$ cat config.mk
export PLATFORM = sky130hd
export DESIGN_NAME = alu_sequencer
export DESIGN_NICKNAME = d
export VERILOG_FILES = /design/src/rtl/alu_sequencer.sv
export SDC_FILE = /design/constraint.sdc
export NUM_CORES = 1
export LEC_CHECK = 0
export ABC_AREA = 1
export CAP_MARGIN = 10
export CELL_PAD_IN_SITES_DETAIL_PLACEMENT = 1
export CELL_PAD_IN_SITES_GLOBAL_PLACEMENT = 1
export CORE_UTILIZATION = 19
export CTS_CLUSTER_SIZE = 16
export DETAILED_ROUTE_END_ITERATION = 8
export PLACE_DENSITY_LB_ADDON = 0.2
export SLEW_MARGIN = 10
export SYNTH_ARGS = -nofsm -noshare
export SYNTH_HDL_FRONTEND = slang
export SYNTH_SLANG_ARGS = --single-unit
export TNS_END_PERCENT = 20
$ cat constraint.sdc
create_clock -name clock -period 1.9 [get_ports clock]
set_input_delay 0.38 -clock clock [delete_from_list [all_inputs] [get_ports clock]]
set_output_delay 0.38 -clock clock [all_outputs]
set_load 0.03 [all_outputs]
$ cat src/rtl/alu_sequencer.sv
// alu_sequencer: multi-cycle control FSM for the Mini-SRC ALU datapath.
// Fetches over the shared bus, decodes IR[31:27], and issues one-hot
// register-transfer strobes each cycle for R-format, mul/div, neg/not,
// nop and halt.
//
// Ports:
//   clock      system clock (rising edge)
//   clear      asynchronous active-low reset (forces IDLE)
//   run_in     start request, sampled in IDLE only
//   mem_ready  memory read complete, sampled in T1 only
//   IR         current instruction register contents
//   PCout..LOin  datapath strobes (Moore, decoded from state + IR fields)
//   reg_sel    register-file select for Rout/Rin, 0 otherwise
//   alu_op     ALU opcode during the execute Zin state, 0 otherwise
//   run        high outside IDLE and HALTED
//   halted     high only in HALTED
module alu_sequencer #(
  parameter int unsigned OPW  = 5,
  parameter int unsigned REGW = 4
) (
  input  logic            clock,
  input  logic            clear,
  input  logic            run_in,
  input  logic            mem_ready,
  input  logic [31:0]     IR,
  output logic            PCout,
  output logic            MARin,
  output logic            IncPC,
  output logic            Zin,
  output logic            Zlowout,
  output logic            Zhighout,
  output logic            PCin,
  output logic            Read,
  output logic            MDRin,
  output logic            MDRout,
  output logic            IRin,
  output logic            Yin,
  output logic            Rout,
  output logic            Rin,
  output logic            HIin,
  output logic            LOin,
  output logic [REGW-1:0] reg_sel,
  output logic [OPW-1:0]  alu_op,
  output logic            run,
  output logic            halted
);

  localparam logic [4:0] OP_ADD  = 5'b00011;
  localparam logic [4:0] OP_SUB  = 5'b00100;
  localparam logic [4:0] OP_SHR  = 5'b00101;
  localparam logic [4:0] OP_SHRA = 5'b00110;
  localparam logic [4:0] OP_SHL  = 5'b00111;
  localparam logic [4:0] OP_ROR  = 5'b01000;
  localparam logic [4:0] OP_ROL  = 5'b01001;
  localparam logic [4:0] OP_AND  = 5'b01010;
  localparam logic [4:0] OP_OR   = 5'b01011;
  localparam logic [4:0] OP_MUL  = 5'b01111;
  localparam logic [4:0] OP_DIV  = 5'b10000;
  localparam logic [4:0] OP_NEG  = 5'b10001;
  localparam logic [4:0] OP_NOT  = 5'b10010;
  localparam logic [4:0] OP_HALT = 5'b11011;

  typedef enum logic [3:0] {
    S_IDLE   = 4'd0,
    S_T0     = 4'd1,
    S_T1     = 4'd2,
    S_T2     = 4'd3,
    S_R3     = 4'd4,
    S_R4     = 4'd5,
    S_R5     = 4'd6,
    S_M3     = 4'd7,
    S_M4     = 4'd8,
    S_M5     = 4'd9,
    S_M6     = 4'd10,
    S_U3     = 4'd11,
    S_U4     = 4'd12,
    S_HALTED = 4'd13
  } state_t;

  state_t r_state;
  state_t w_next_state;

  logic [4:0] w_opcode;
  logic [3:0] w_ra;
  logic [3:0] w_rb;
  logic [3:0] w_rc;
  logic       w_unused;

  assign w_opcode = IR[31:27];
  assign w_ra     = IR[26:23];
  assign w_rb     = IR[22:19];
  assign w_rc     = IR[18:15];
  assign w_unused = ^IR[14:0];

  // State register; clear drops straight to IDLE, mid-instruction included.
  always_ff @(posedge clock or negedge clear) begin
    if (!clear) r_state <= S_IDLE;
    else        r_state <= w_next_state;
  end

  // Next-state and Moore output decode.
  always_comb begin
    w_next_state = r_state;
    PCout    = 1'b0;
    MARin    = 1'b0;
    IncPC    = 1'b0;
    Zin      = 1'b0;
    Zlowout  = 1'b0;
    Zhighout = 1'b0;
    PCin     = 1'b0;
    Read     = 1'b0;
    MDRin    = 1'b0;
    MDRout   = 1'b0;
    IRin     = 1'b0;
    Yin      = 1'b0;
    Rout     = 1'b0;
    Rin      = 1'b0;
    HIin     = 1'b0;
    LOin     = 1'b0;
    reg_sel  = '0;
    alu_op   = '0;
    run      = 1'b1;
    halted   = 1'b0;

    unique case (r_state)
      S_IDLE: begin
        run = 1'b0;
        if (run_in) w_next_state = S_T0;
      end
      S_T0: begin
        PCout = 1'b1; MARin = 1'b1; IncPC = 1'b1; Zin = 1'b1;
        w_next_state = S_T1;
      end
      // Z still holds PC+1 while waiting, so re-asserting PCin is harmless.
      S_T1: begin
        Zlowout = 1'b1; PCin = 1'b1; Read = 1'b1; MDRin = 1'b1;
        if (mem_ready) w_next_state = S_T2;
      end
      // Decode from the IR input value being latched this cycle.
      S_T2: begin
        MDRout = 1'b1; IRin = 1'b1;
        case (w_opcode)
          OP_ADD, OP_SUB, OP_SHR, OP_SHRA, OP_SHL,
          OP_ROR, OP_ROL, OP_AND, OP_OR:  w_next_state = S_R3;
          OP_MUL, OP_DIV:                 w_next_state = S_M3;
          OP_NEG, OP_NOT:                 w_next_state = S_U3;
          OP_HALT:                        w_next_state = S_HALTED;
          default:                        w_next_state = S_T0;
        endcase
      end
      S_R3: begin
        Rout = 1'b1; Yin = 1'b1; reg_sel = REGW'(w_rb);
        w_next_state = S_R4;
      end
      S_R4: begin
        Rout = 1'b1; Zin = 1'b1; reg_sel = REGW'(w_rc); alu_op = OPW'(w_opcode);
        w_next_state = S_R5;
      end
      S_R5: begin
        Zlowout = 1'b1; Rin = 1'b1; reg_sel = REGW'(w_ra);
        w_next_state = S_T0;
      end
      S_M3: begin
        Rout = 1'b1; Yin = 1'b1; reg_sel = REGW'(w_ra);
        w_next_state = S_M4;
      end
      S_M4: begin
        Rout = 1'b1; Zin = 1'b1; reg_sel = REGW'(w_rb); alu_op = OPW'(w_opcode);
        w_next_state = S_M5;
      end
      S_M5: begin
        Zlowout = 1'b1; LOin = 1'b1;
        w_next_state = S_M6;
      end
      S_M6: begin
        Zhighout = 1'b1; HIin = 1'b1;
        w_next_state = S_T0;
      end
      S_U3: begin
        Rout = 1'b1; Zin = 1'b1; reg_sel = REGW'(w_rb); alu_op = OPW'(w_opcode);
        w_next_state = S_U4;
      end
      S_U4: begin
        Zlowout = 1'b1; Rin = 1'b1; reg_sel = REGW'(w_ra);
        w_next_state = S_T0;
      end
      S_HALTED: begin
        run    = 1'b0;
        halted = 1'b1;
      end
      default: begin
        run = 1'b0;
        w_next_state = S_IDLE;
      end
    endcase
  end

endmodule

Word level (Yosys, flattened, before mapping)
Memories as Yosys holds them, arrays and structs flattened.
Cells that the tools add are included.
Word-level totals
  register bits after elaboration: 4
  bits in read-only memories: 128
  input bits: 36
  logic and storage cells: 47
  memories: 1
Memory list
  (no name shown): depth 32, width 4, rd ports 1, clocked after Yosys merged registers in 0, wr ports 0, line 142  | case (w_opcode)
Operators by class
  eq/ne operators: 15
  mux-type cells: 17
  bitwise gates (word level): 1
  reduce and logical (&&, ||, !) cells: 12
Operators by type and width (number)
  $pmux 4 s12: 1
  $eq 4x4->1 const B: 6
  $eq 4x3->1 const B: 4
  $mux 1: 12
  $pmux 4 s3: 1
  $reduce_or 12->1: 1
  $reduce_or 3->1: 4
  $eq 4x2->1 const B: 2
  $mux 4: 2
  $reduce_or 4->1: 2
  $mux 5: 1
  $reduce_or 5->1: 1
  $eq 4x1->1 const B: 1
  $logic_not 4->1: 1
  $ne 2x2->1 const B: 2
  $reduce_or 2->1: 2
  $reduce_and 3->1: 1
  $not 1->1: 1

Longest topological paths before layout
  depth after elaboration: 3
  mapped depth: 8

Worst setup path after synthesis
No wires, ideal clock.
  kind: reg2out
  start: reg r_state[3]
  end: out MARin
  data arrival time: 1.354 ns
  slack: 0.166 ns
  cell stages (with the launch flop): 5
  cells stage by stage: dfrtp_1 inv_2 nand2_1 nor2_1 buf_4
On the way
  cells in the longest elaborated chain, start to end: 2
Ends and longest elaborated chain
  start: declaration: line 80  | state_t r_state;
  start signal: assignment: line 98  | else r_state <= w_next_state;
  $eq 4x1->1
  $mux 1
  end: declaration: line 27  | output logic MARin,
No other way between the ends.

Worst setup path after layout
  start: reg r_state[2]
  end: out alu_op[0]
On the way
  cells in the longest elaborated chain, start to end: 3
Ends and longest elaborated chain
  $eq 4x4->1 or $eq 4x3->1 (tied branches): line 125  | unique case (r_state)
  $reduce_or 3->1 (no line) (*)
  $mux 5 (*): line 125
  end: declaration: line 43  | output logic [OPW-1:0] alu_op,
Every way passes the cells marked *; elsewhere a longest branch is shown, timed or not.

==> impl_metrics.env <==
export IMPL_status="complete, no violations"
export IMPL_largest_register="r_state"
export IMPL_final_core_util=0.408
export IMPL_p_int_mw=0.832
export IMPL_nFillCells=435
export IMPL_placed_cell_area_um2=1130
export IMPL_setup_tns_ps=0
export IMPL_num_rows=21
export IMPL_final_common_cell="nand2_1"
export IMPL_crit_path_start_kind="flop"
export IMPL_ys_seq_elements=4
export IMPL_htree_levels=1
export IMPL_ir_drop_v=0.000515
export IMPL_root_buffer="clkbuf_4"
export IMPL_finalMaxSlewViolations=0
export IMPL_gr_total_overflow=0
export IMPL_setup_violations=0
export IMPL_finalHoldViolCount=0
export IMPL_gp_congestion=0.789
export IMPL_syn_to_final_growth_pct=103
export IMPL_synthesis_nets=164
export IMPL_grt_max_degree=9
export IMPL_tightest_slew_ps=252
export IMPL_vias_per_cell=4.40
export IMPL_die_w_um=61.8
export IMPL_cts_buffers=3
export IMPL_met2_usage=0.246
export IMPL_drt_wl_total_um=2750
export IMPL_wl_per_cell_um=12.3
export IMPL_dpl_hpwl_um=2220
export IMPL_relSlewSlack=0.831
export IMPL_synth_seq_area_share=0.147
export IMPL_min_period_ps=1900
export IMPL_rsz0062_at_grt="true"
export IMPL_required_ps=1520
export IMPL_holdWs_ps=350
export IMPL_crit_start="r_state[2]"
export IMPL_crit_arrival_ps=1520
export IMPL_io_buffers=47
export IMPL_insertion_delay_ps=240
export IMPL_clkPwrFrac=0.056
export IMPL_core_region_area_um2=3390
export IMPL_power_share_switching=0.577
export IMPL_pre_cts_slack_ps=-41.0
export IMPL_worst_slack_ps=2.66
export IMPL_fin_area_um2=1380
export IMPL_ys_warnings_count=0
export IMPL_dp_cells=216
export IMPL_grt_pass1_wl_um=3870
export IMPL_power_total_mw=1.97
export IMPL_critPathCaptureType="output port"
export IMPL_synth_top_family_by_area="simple AND/OR/NAND/NOR gates"
export IMPL_top_usage_layer="met2"
export IMPL_instances_no_fill=224
export IMPL_power_switching_mw=1.14
export IMPL_antenna_cells=0
export IMPL_criticalPathCategory="flop to output port"
export IMPL_reg_top3="r_state (4)"
export IMPL_worstPathMaxFanout=5
export IMPL_synth_cell_types=20
export IMPL_finalCritPeriodShare=0.999
export IMPL_cts_sinks=4
export IMPL_synth_compound_area_share=0.0663
export IMPL_leakage_nw=0.721
export IMPL_pwr_share_comb=0.849
export IMPL_synthXorXnorAreaFrac=0
export IMPL_holdCritPathClass="input pin to async pin"
export IMPL_clock_skew_ps=3.35
export IMPL_firstDrtPassIters=4
export IMPL_grt_use_met1=0.167
export IMPL_drive_above_1_share=0.449
export IMPL_boundaryPins=63
export IMPL_avgSynthCellArea_um2=5.44
export IMPL_clockBufferDepth=2
export IMPL_powerDensity_nw_per_um2=1430
export IMPL_route_vias_total=986
export IMPL_largest_reg_flops=4
export IMPL_cts_tree="yes"
export IMPL_die_height_um=61.8
export IMPL_final_nets=219
export IMPL_mostFrequentLayoutCells="nand2_1 (29), clkdlybuf4s50_1 (20), buf_4 (20), inv_1 (13)"
export IMPL_grt_use_total=0.135
export IMPL_post_route_drc_count=0
export IMPL_seqPwrFrac=0.095
export IMPL_netlist_instances=125
export IMPL_initial_core_util=0.200
export IMPL_muxShareOfSynthArea=0
export IMPL_timing_rr_start="r_state[2]"
export IMPL_synth_fa_ha_area_frac=0.0552
export IMPL_clk_pin_slew_ps=40
export IMPL_ant_nets=0
export IMPL_fmax_ghz=0.527
export IMPL_die_area_um2=3820
export IMPL_synth_simple_area_share=0.560
export IMPL_maxCapViolations=0
export IMPL_grt_use_met3=0.0104
export IMPL_synth_area_um2=679
export IMPL_grt_pass1_vias=905
export IMPL_antenna_found_initial=0
export IMPL_holdBufCountCts=0
export IMPL_drtIter0Drc=20
## logic make-up (layout without fill, tap and decap cells)
logic type | after synthesis | in the layout
buffers and inverters | 25 | 78
flip-flops | 4 | 4
AND/OR/NAND/NOR | 84 | 84
adder cells (fa/ha/maj) | 3 | 3
AO/OA/AOI/OAI | 9 | 9
## timing repair
item | CTS | global route
setup endpoints to repair | 14 | 14
buffers inserted | 0 | 5
pin swaps | 1 | 4
cloned | 0 | 0
resized for setup | 9 | 61
## power by group through the flow
| stage | Sequential [mW] | Combinational, mW | Clock (mW) |
|---|---|---|---|
| 2_1_floorplan | 0.164 | 0.900 | 0 |
| 6_report | 0.188 | 1.67 | 0.110 |
| 5_1_grt | 0.193 | 1.80 | 0.124 |
| 4_1_cts | 0.160 | 1.38 | 0.117 |
| 3_5_place_dp | 0.161 | 1.38 | 0 |
| 3_3_place_gp | 0.160 | 1.37 | 0 |
## synth_stat cells (all sizes together)
cell | n | area [µm²]
a21oi | 1 | 5.00
buf | 6 | 45.0
clkinv | 1 | 3.75
dfrtp | 4 | 100
ha | 3 | 37.5
inv | 18 | 67.6
nand2 | 43 | 176
nand3 | 13 | 75.1
nand4 | 2 | 12.5
nor2 | 23 | 98.8
nor3 | 1 | 5.00
o21ai | 8 | 40.0
or2 | 2 | 12.5
## routing by layer
layer  share of wire  vias to the layer above  routed length, µm
met5               0                        -                  0
met4          0.0087                        0                 24
met3           0.042                        4                116
met2            0.54                       31               1480
met1            0.41                      464               1120
li1                -                      487                  -
## layout make-up
type | instances | area [µm²] | share of cell area
well taps | 46 | 57.6 | 0.0417
multi-input cells | 96 | 607 | 0.439
clock buffers | 3 | 22.5 | 0.0163
repair buffers | 56 | 512 | 0.370
flip-flops and latches | 4 | 104 | 0.0752
inverters | 19 | 78.8 | 0.0571
## critical path, stage by stage (launching register included)
cell and delay, ps:
dfrtp_1 430, buf_6 160, nor2_4 140, nand3_4 120, o21ai_4 100, inv_4 80
nor2_4 110, buf_6 130
## worst paths after layout
check	to	slack [ps]	cells after the start
setup / recovery	alu_op[0]	3	7
hold / removal	r_state[2]	350	1
hold reg to reg	r_state[2]	760	3
max in group asynchronous	r_state[0]	1350	1
min in group clock	r_state[2]	760	3
setup reg to reg	r_state[2]	600	8
(Power assumes the default switching activity.)
